$ cat src/rtl/core_bus_arbiter.sv
// Merges the core's fetch and data ports onto one bus_master request port.
// One slot per port, round-robin grant, one bus transaction in flight at a time.
module core_bus_arbiter #(
  parameter int ADDR_WIDTH = 30,
  parameter int DATA_WIDTH = 32
) (
  input  logic                  clk,
  input  logic                  rst,
  input  logic [ADDR_WIDTH-1:0] insn_addr,
  input  logic                  insn_start,
  output logic                  insn_ready,
  output logic [DATA_WIDTH-1:0] insn_data,
  input  logic [ADDR_WIDTH-1:0] data_addr,
  input  logic                  data_start,
  input  logic                  data_write,
  input  logic [DATA_WIDTH-1:0] data_wdata,
  output logic                  data_ready,
  output logic [DATA_WIDTH-1:0] data_rdata,
  output logic [ADDR_WIDTH-1:0] bus_addr,
  output logic                  bus_start,
  output logic                  bus_write,
  output logic [DATA_WIDTH-1:0] bus_wdata,
  input  logic                  bus_ready,
  input  logic [DATA_WIDTH-1:0] bus_rdata,
  output logic                  overrun
);

  typedef enum logic [1:0] {S_IDLE, S_ISSUE, S_WAIT} state_t;
  localparam logic GNT_INSN = 1'b0;
  localparam logic GNT_DATA = 1'b1;

  state_t                  state_q, state_d;
  logic                    grant_q, grant_d;
  logic                    last_q, last_d;
  logic                    load_bus, done;

  logic                    insn_vld_q;
  logic [ADDR_WIDTH-1:0]   insn_addr_q;
  logic                    data_vld_q;
  logic [ADDR_WIDTH-1:0]   data_addr_q;
  logic                    data_write_q;
  logic [DATA_WIDTH-1:0]   data_wdata_q;

  logic [ADDR_WIDTH-1:0]   bus_addr_q;
  logic                    bus_write_q;
  logic [DATA_WIDTH-1:0]   bus_wdata_q;
  logic                    insn_ready_q, data_ready_q;
  logic [DATA_WIDTH-1:0]   insn_data_q, data_rdata_q;
  logic                    overrun_q;

  always_comb begin
    state_d  = state_q;
    grant_d  = grant_q;
    last_d   = last_q;
    load_bus = 1'b0;
    done     = 1'b0;
    case (state_q)
      S_IDLE: begin
        if (insn_vld_q || data_vld_q) begin
          // On a tie the port that did not win last time goes next.
          grant_d  = (insn_vld_q && data_vld_q) ? ~last_q : data_vld_q;
          last_d   = grant_d;
          load_bus = 1'b1;
          state_d  = S_ISSUE;
        end
      end
      S_ISSUE: state_d = S_WAIT;
      S_WAIT: begin
        if (bus_ready) begin
          done    = 1'b1;
          state_d = S_IDLE;
        end
      end
      default: state_d = S_IDLE;
    endcase
  end

  always_ff @(posedge clk or posedge rst) begin
    if (rst) begin
      state_q <= S_IDLE;
      grant_q <= GNT_INSN;
      last_q  <= GNT_DATA;
    end else begin
      state_q <= state_d;
      grant_q <= grant_d;
      last_q  <= last_d;
    end
  end

  always_ff @(posedge clk or posedge rst) begin
    if (rst) begin
      insn_vld_q   <= 1'b0;
      insn_addr_q  <= '0;
      data_vld_q   <= 1'b0;
      data_addr_q  <= '0;
      data_write_q <= 1'b0;
      data_wdata_q <= '0;
      bus_addr_q   <= '0;
      bus_write_q  <= 1'b0;
      bus_wdata_q  <= '0;
      insn_ready_q <= 1'b0;
      data_ready_q <= 1'b0;
      insn_data_q  <= '0;
      data_rdata_q <= '0;
      overrun_q    <= 1'b0;
    end else begin
      // A slot can only be cleared while valid, so clear and accept never collide.
      if (done && grant_q == GNT_INSN) insn_vld_q <= 1'b0;
      if (insn_start && !insn_vld_q) begin
        insn_vld_q  <= 1'b1;
        insn_addr_q <= insn_addr;
      end
      if (done && grant_q == GNT_DATA) data_vld_q <= 1'b0;
      if (data_start && !data_vld_q) begin
        data_vld_q   <= 1'b1;
        data_addr_q  <= data_addr;
        data_write_q <= data_write;
        data_wdata_q <= data_wdata;
      end
      overrun_q <= overrun_q | (insn_start & insn_vld_q) | (data_start & data_vld_q);

      if (load_bus) begin
        bus_addr_q  <= (grant_d == GNT_DATA) ? data_addr_q : insn_addr_q;
        bus_write_q <= (grant_d == GNT_DATA) ? data_write_q : 1'b0;
        bus_wdata_q <= (grant_d == GNT_DATA) ? data_wdata_q : '0;
      end

      insn_ready_q <= done && grant_q == GNT_INSN;
      data_ready_q <= done && grant_q == GNT_DATA;
      if (done && grant_q == GNT_INSN) insn_data_q  <= bus_rdata;
      if (done && grant_q == GNT_DATA) data_rdata_q <= bus_rdata;
    end
  end

  assign bus_start  = (state_q == S_ISSUE);
  assign bus_addr   = bus_addr_q;
  assign bus_write  = bus_write_q;
  assign bus_wdata  = bus_wdata_q;
  assign insn_ready = insn_ready_q;
  assign insn_data  = insn_data_q;
  assign data_ready = data_ready_q;
  assign data_rdata = data_rdata_q;
  assign overrun    = overrun_q;

endmodule

$ cat config.mk
export PLATFORM = sky130hd
export DESIGN_NAME = core_bus_arbiter
export DESIGN_NICKNAME = d
export VERILOG_FILES = /design/src/rtl/core_bus_arbiter.sv
export SDC_FILE = /design/constraint.sdc
export NUM_CORES = 1
export LEC_CHECK = 0
export BUFFER_PORTS_ARGS = -buffer_cell sky130_fd_sc_hd__buf_2
export CAP_MARGIN = 20
export CORE_MARGIN = 1.5
export CORE_UTILIZATION = 51
export DETAILED_ROUTE_END_ITERATION = 6
export PLACE_DENSITY = 0.91
export REMOVE_ABC_BUFFERS = 1
export SYNTH_ARGS = -nofsm -noshare
export SYNTH_HDL_FRONTEND = slang
export SYNTH_SLANG_ARGS = --single-unit
export TNS_END_PERCENT = 30
$ cat constraint.sdc
create_clock -name clk -period 7.8 [get_ports clk]
set_input_delay 0.78 -clock clk [delete_from_list [all_inputs] [get_ports clk]]
set_output_delay 0.78 -clock clk [all_outputs]
set_load 0.005 [all_outputs]
# [Word-level counts from Yosys, hierarchy flattened]
# Index checks and enable logic that the tools add are counted.
[classes] eq_ne=4 muxes=17 n_reduce_logical=13 n_bitwise=6
[op_table] operator="$mux 32" count=1
[op_table] operator="$mux 30" count=1
[op_table] operator="$mux 1" count=12
[op_table] operator="$pmux 2 s3" count=1
[op_table] operator="$logic_and 1x1->1" count=5
[op_table] operator="$mux 2" count=2
[op_table] operator="$ne 2x2->1 const B" count=2
[op_table] operator="$reduce_and 2->1" count=2
[op_table] operator="$reduce_bool 2->1" count=2
[op_table] operator="$and 1x1->1" count=2
[op_table] operator="$eq 2x1->1 const B" count=1
[op_table] operator="$eq 2x2->1 const B" count=1
[op_table] operator="$logic_not 1->1" count=2
[op_table] operator="$logic_not 2->1" count=1
[op_table] operator="$not 1->1" count=2
[op_table] operator="$or 1x1->1" count=2
[op_table] operator="$logic_or 1x1->1" count=1
[totals] out_inout_bits=131 reg_bits=229 in_bits=130

# [Logic depth before layout (Yosys ltp)]
[logic_depth] depth_word=5 mapped_depth=6 mapped_depth_nobuf=4

# [Worst setup path before layout]
# Ideal clock, no wire load.
[synth_path] kind="input to register" startpoint="input data_start" endpoint="register data_addr_q[0]" setup_slack_ps=5927 t_arrival_ps=1748 stages=4 setup_time_ps=125 required_ps=7675 path_cell_list="nor2b_1 -> clkbuf_1 -> buf_2 -> mux2_2"
[synth_between] elab_chain_cells=1
[synth_lines] item="from (decl)" line="14" text="input logic data_start,"
[synth_lines] item="$logic_and 1x1->1" line="114" text="if (data_start && !data_vld_q) begin"
[synth_lines] item="to (signal assigned)" line="116" text="data_addr_q <= data_addr;"
[synth_lines] item="to (decl)" line="40" text="logic [ADDR_WIDTH-1:0] data_addr_q;"
# No other way between the ends.
# A chain may end at the register's enable or synchronous reset.

# [Final worst setup path]
[layout_path] startpoint="register data_vld_q" endpoint="register data_wdata_q[21]"
[layout_between] elab_chain_cells=2
[layout_lines] item="from (decl)" line="39" text="logic data_vld_q;"
[layout_lines] item="from (signal assigned)" line="94" text="data_vld_q <= 1'b0;"
[layout_lines] item="from (signal assigned)" line="113" text="if (done && grant_q == GNT_DATA) data_vld_q <= 1'b0;"
[layout_lines] item="from (signal assigned)" line="115" text="data_vld_q <= 1'b1;"
[layout_lines] item="$logic_not 1->1" line="114"
[layout_lines] item="$logic_and 1x1->1" line="114"
[layout_lines] item="to (signal assigned)" line="118" text="data_wdata_q <= data_wdata;"
[layout_lines] item="to (decl)" line="42" text="logic [DATA_WIDTH-1:0] data_wdata_q;"
# No other way between the ends.

==> Implementation_results.wiki <==
{| class="wikitable"
! Metric !! Value
|-
| Status || complete, no violations
|-
| Synthesized instance count || 541
|-
| Standard cell with the maximum stage delay on the critical path || sky130_fd_sc_hd__nor2b_4
|-
| CTS tree || yes
|-
| Maximum level of the CTS H-tree || 1
|-
| Pwr/cell area || 432 mW/mm^2
|-
| Proportion of layout cells with a drive suffix above 1 || 61.4%
|-
| 1st-iter DRT viols || 292
|-
| Wire length of the first global-routing pass || 31200 um
|-
| Bufs on Longest Clock Path || 3
|-
| Die span in x || 133 um
|-
| Highest attainable clock frequency || 445 MHz
|-
| Worst-path fanout max || 40
|-
| Worst hold path class || in2async
|-
| Synth warn || 0
|-
| Most common cell after layout, fill and taps aside || sky130_fd_sc_hd__buf_2
|-
| Non-Filler Cell Area, Final || 0.0109 sq mm
|-
| Top post-synthesis cells by area || sky130_fd_sc_hd__dfrtp_1 66%, sky130_fd_sc_hd__mux2_2 20%, sky130_fd_sc_hd__o221a_2 3.8%
|-
| Final global-route overflow total || 0
|-
| Synthesis-to-finish area growth || 26.4%
|-
| Net count of the finished layout || 931
|-
| Final-report max-slew violation count || 0
|-
| Required time of the worst setup path || 8180 ps
|-
| Cell-internal power || 3.29 mW
|-
| Cell Chain, Critical Path || nor2b_4, buf_4, mux2_2
|-
| Overall power consumption || 4.72 mW
|-
| Root buf cell || sky130_fd_sc_hd__clkbuf_16
|-
| Lkg Pwr || 5.19 nW
|-
| Number of flip-flops and latches in the synthesized netlist || 229
|-
| Number of hold violations in the final report || 0
|-
| Count of buffers inserted at the top-level ports || 260
|-
| Clock period minus final worst setup slack || 2250 ps
|-
| # fillers || 1152
|-
| Die height || 133 um
|-
| Initial cell density of the core || 52.2%
|-
| Synth cell types || 26
|-
| Summed instance area of the synthesized netlist || 0.00866 sq mm
|-
| Via count of the first global-routing pass || 6112
|-
| Portion of the post-synthesis area used by sequential elements || 66.2%
|-
| Max Cap Violations || 0
|-
| Cell Rows || 47
|-
| Kind of capture point of the worst setup path || register
|-
| Number of top-level pins || 261
|-
| Net Switching || 1.44 mW
|-
| Synth top area share || 65.9%
|-
| Detailed-route via count || 5674
|-
| Estimated wirelength of the detail-placed design || 12800 um
|-
| Final setup violation count || 0
|-
| Combined area of the multi-input logic cells || 0.00276 sq mm
|-
| Tightest slew margin relative to the limit || 35.4%
|-
| Post-route clock skew || 15.2 ps
|-
| Combined flip-flop and latch cell area || 0.00573 sq mm
|-
| CP arrival || 2630 ps
|-
| Portion of total power attributed to sequential cells || 44.3%
|-
| Total Die Area || 0.0178 sq mm
|-
| Maximum number of pins on one net before global-route repair || 149
|-
| Share of total power in the clock network || 22.1%
|-
| Largest area contributor in the netlist || sky130_fd_sc_hd__dfrtp_1
|-
| Final worst path period share || 28.8%
|-
| Count of nets left with antenna violations after detail routing || 0
|-
| Register clock-pin slew on the reported worst setup and hold paths || 60 ps
|-
| Sw Share || 30.4%
|-
| Combinational Power Share || 33.6%
|-
| Number of buffers inserted during clock tree synthesis || 23
|-
| Sink Count || 229
|-
| WL per Instance || 18.7 um
|-
| Total Routed Length || 19500 um
|-
| VDD IR-drop max || 0.236 mV
|-
| Routed vias/inst || 5.46
|-
| Reg-to-reg startpoint || data_vld_q$_DFFE_PP0P_
|-
| Number of design rule violations left after detail routing || 0
|-
| Longest individual stage delay on the worst path || 630 ps
|-
| Worst setup path startpoint || data_vld_q$_DFFE_PP0P_
|-
| PostCTS Resize Cnt || 0
|-
| Gp weighted congestion || 0.834
|-
| CTS hold repair buffers || 0
|-
| Number of search-and-repair iterations in the first detailed-routing pass || 4
|-
| Element type at the critical path start || register
|-
| RSZ-0062 raised after global routing || false
|-
| Transition at the pin with the smallest max-transition slack || 968 ps
|-
| Syn avg cell area || 16.0 sq um
|-
| Accumulated negative setup slack || 0 ps
|-
| Core outline area || 0.0166 sq mm
|-
| Placed standard-cell area || 0.0102 sq mm
|-
| Category of the critical setup timing path || reg2reg
|-
| Antenna violations before repair || 1
|-
| Setup fix buffers added after clock tree synthesis || 0
|-
| Commonest non-fill, non-tap cells in the layout || 260 x sky130_fd_sc_hd__buf_2, 228 x sky130_fd_sc_hd__dfrtp_1, 157 x sky130_fd_sc_hd__mux2_2
|-
| Total GRT Usage || 22.0%
|-
| Clock latency on the worst-skew pair || 510 ps
|}
final timing paths:
path | endpoint | slack (ps) | depth (start not counted)
setup / recovery | data_wdata_q[21]$_DFFE_PP0P_ | 5550 | 3
max in group asynchronous | bus_addr[25]$_DFFE_PP0P_ | 6130 | 4
hold / removal | data_rdata[9]$_DFFE_PP0P_ | 480 | 2
min in group clk | bus_wdata[22]$_DFFE_PP0P_ | 480 | 1
setup reg to reg | data_wdata_q[21]$_DFFE_PP0P_ | 5550 | 3
hold reg to reg | bus_wdata[22]$_DFFE_PP0P_ | 480 | 1
kinds of logic after synthesis:
family | Yosys count | share of synthesized area [%]
AOI/OAI and AO/OA | 70 | 7.79
DFF | 229 | 66.2
buffers and inverters | 41 | 2.27
muxes | 157 | 20.4
and+or+nand+nor | 44 | 3.30
through the flow:
| stage | hold slack (ps) | worst slack [ps] | cells | util, % |
|---|---|---|---|---|
| floorplan | 462 | 745 | 505 | - |
| CTS | 484 | 5520 | 1036 | 65.6 |
| finish | 483 | 5550 | 1039 | 66.0 |
| detailed placement | 461 | 5080 | 994 | 61.3 |
| global placement | 466 | 5100 | 994 | 61.3 |
| global route | 485 | 5430 | 1039 | 66.0 |
flip-flops by register name, indices dropped and copies added, names as in the netlist, named ones only:
| signal | count |
|---|---|
| bus_addr | 30 |
| bus_wdata | 32 |
| bus_write | 1 |
| data_addr_q | 30 |
| data_rdata | 32 |
| data_ready | 1 |
| data_vld_q | 1 |
| data_wdata_q | 32 |
| data_write_q | 1 |
| insn_addr_q | 30 |
| insn_data | 32 |
| insn_ready | 1 |
| insn_vld_q | 1 |
| last_q | 1 |
| overrun | 1 |
| state_q | 2 |
worst max-delay path: cells and delay by family (launching register included):
family,cells,cell delay [ps]
DFF,1,480
muxes,1,400
buffers and inverters,1,570
and+or+nand+nor,1,630
cells in the mapped netlist:
| master | count |
|---|---|
| sky130_fd_sc_hd__buf_2 | 16 |
| sky130_fd_sc_hd__mux2_2 | 157 |
| sky130_fd_sc_hd__or3b_4 | 1 |
| sky130_fd_sc_hd__a221o_1 | 1 |
| sky130_fd_sc_hd__nand4b_1 | 1 |
| sky130_fd_sc_hd__a22o_1 | 33 |
| sky130_fd_sc_hd__o21a_1 | 1 |
| sky130_fd_sc_hd__a21o_1 | 1 |
| sky130_fd_sc_hd__o21ai_1 | 2 |
| sky130_fd_sc_hd__clkbuf_1 | 17 |
| sky130_fd_sc_hd__nor2_2 | 1 |
| sky130_fd_sc_hd__or2_2 | 1 |
| sky130_fd_sc_hd__o221a_1 | 1 |
| sky130_fd_sc_hd__nor3b_1 | 3 |
| sky130_fd_sc_hd__nor4bb_1 | 1 |
| sky130_fd_sc_hd__buf_6 | 3 |
| sky130_fd_sc_hd__nor2_1 | 2 |
| sky130_fd_sc_hd__o221a_2 | 29 |
| sky130_fd_sc_hd__inv_1 | 5 |
| sky130_fd_sc_hd__or3_1 | 30 |
| sky130_fd_sc_hd__a21oi_1 | 1 |
| sky130_fd_sc_hd__o21bai_1 | 1 |
| sky130_fd_sc_hd__nor2b_1 | 3 |
| sky130_fd_sc_hd__dfstp_2 | 1 |
| sky130_fd_sc_hd__and2_1 | 1 |
| sky130_fd_sc_hd__dfrtp_1 | 228 |
cell type report:
cell class	instances	share of cell area [%]
Sequential cell	229	52.4
Clock buffer	33	5.88
Inverter	5	0.240
Antenna cell	1	0.0229
Clock inverter	9	0.698
Timing Repair Buffer	271	13.0
Tap cell	220	2.52
Multi-Input combinational cell	271	25.2
metal layers:
metal | track usage, % | share of wire, % | up-vias
met1 | 26.9 | 41 | 2910
met2 | 38.5 | 51 | 198
met3 | 3.77 | 5.1 | 51
met5 | 0 | 0 | -
li1 | - | - | 2515
met4 | 9.48 | 3.6 | 0
power by group through the flow:
stage                     registers, mW  clock network, mW  logic (mW)
after floorplan                    2.05                  0       0.962
after CTS                          2.09               1.07        1.59
final                              2.09               1.04        1.59
after detailed placement           2.10                  0        1.58
after global routing               2.15               1.12        1.72
after global placement             2.07                  0        1.51
Power figures use the tool's default switching activity.
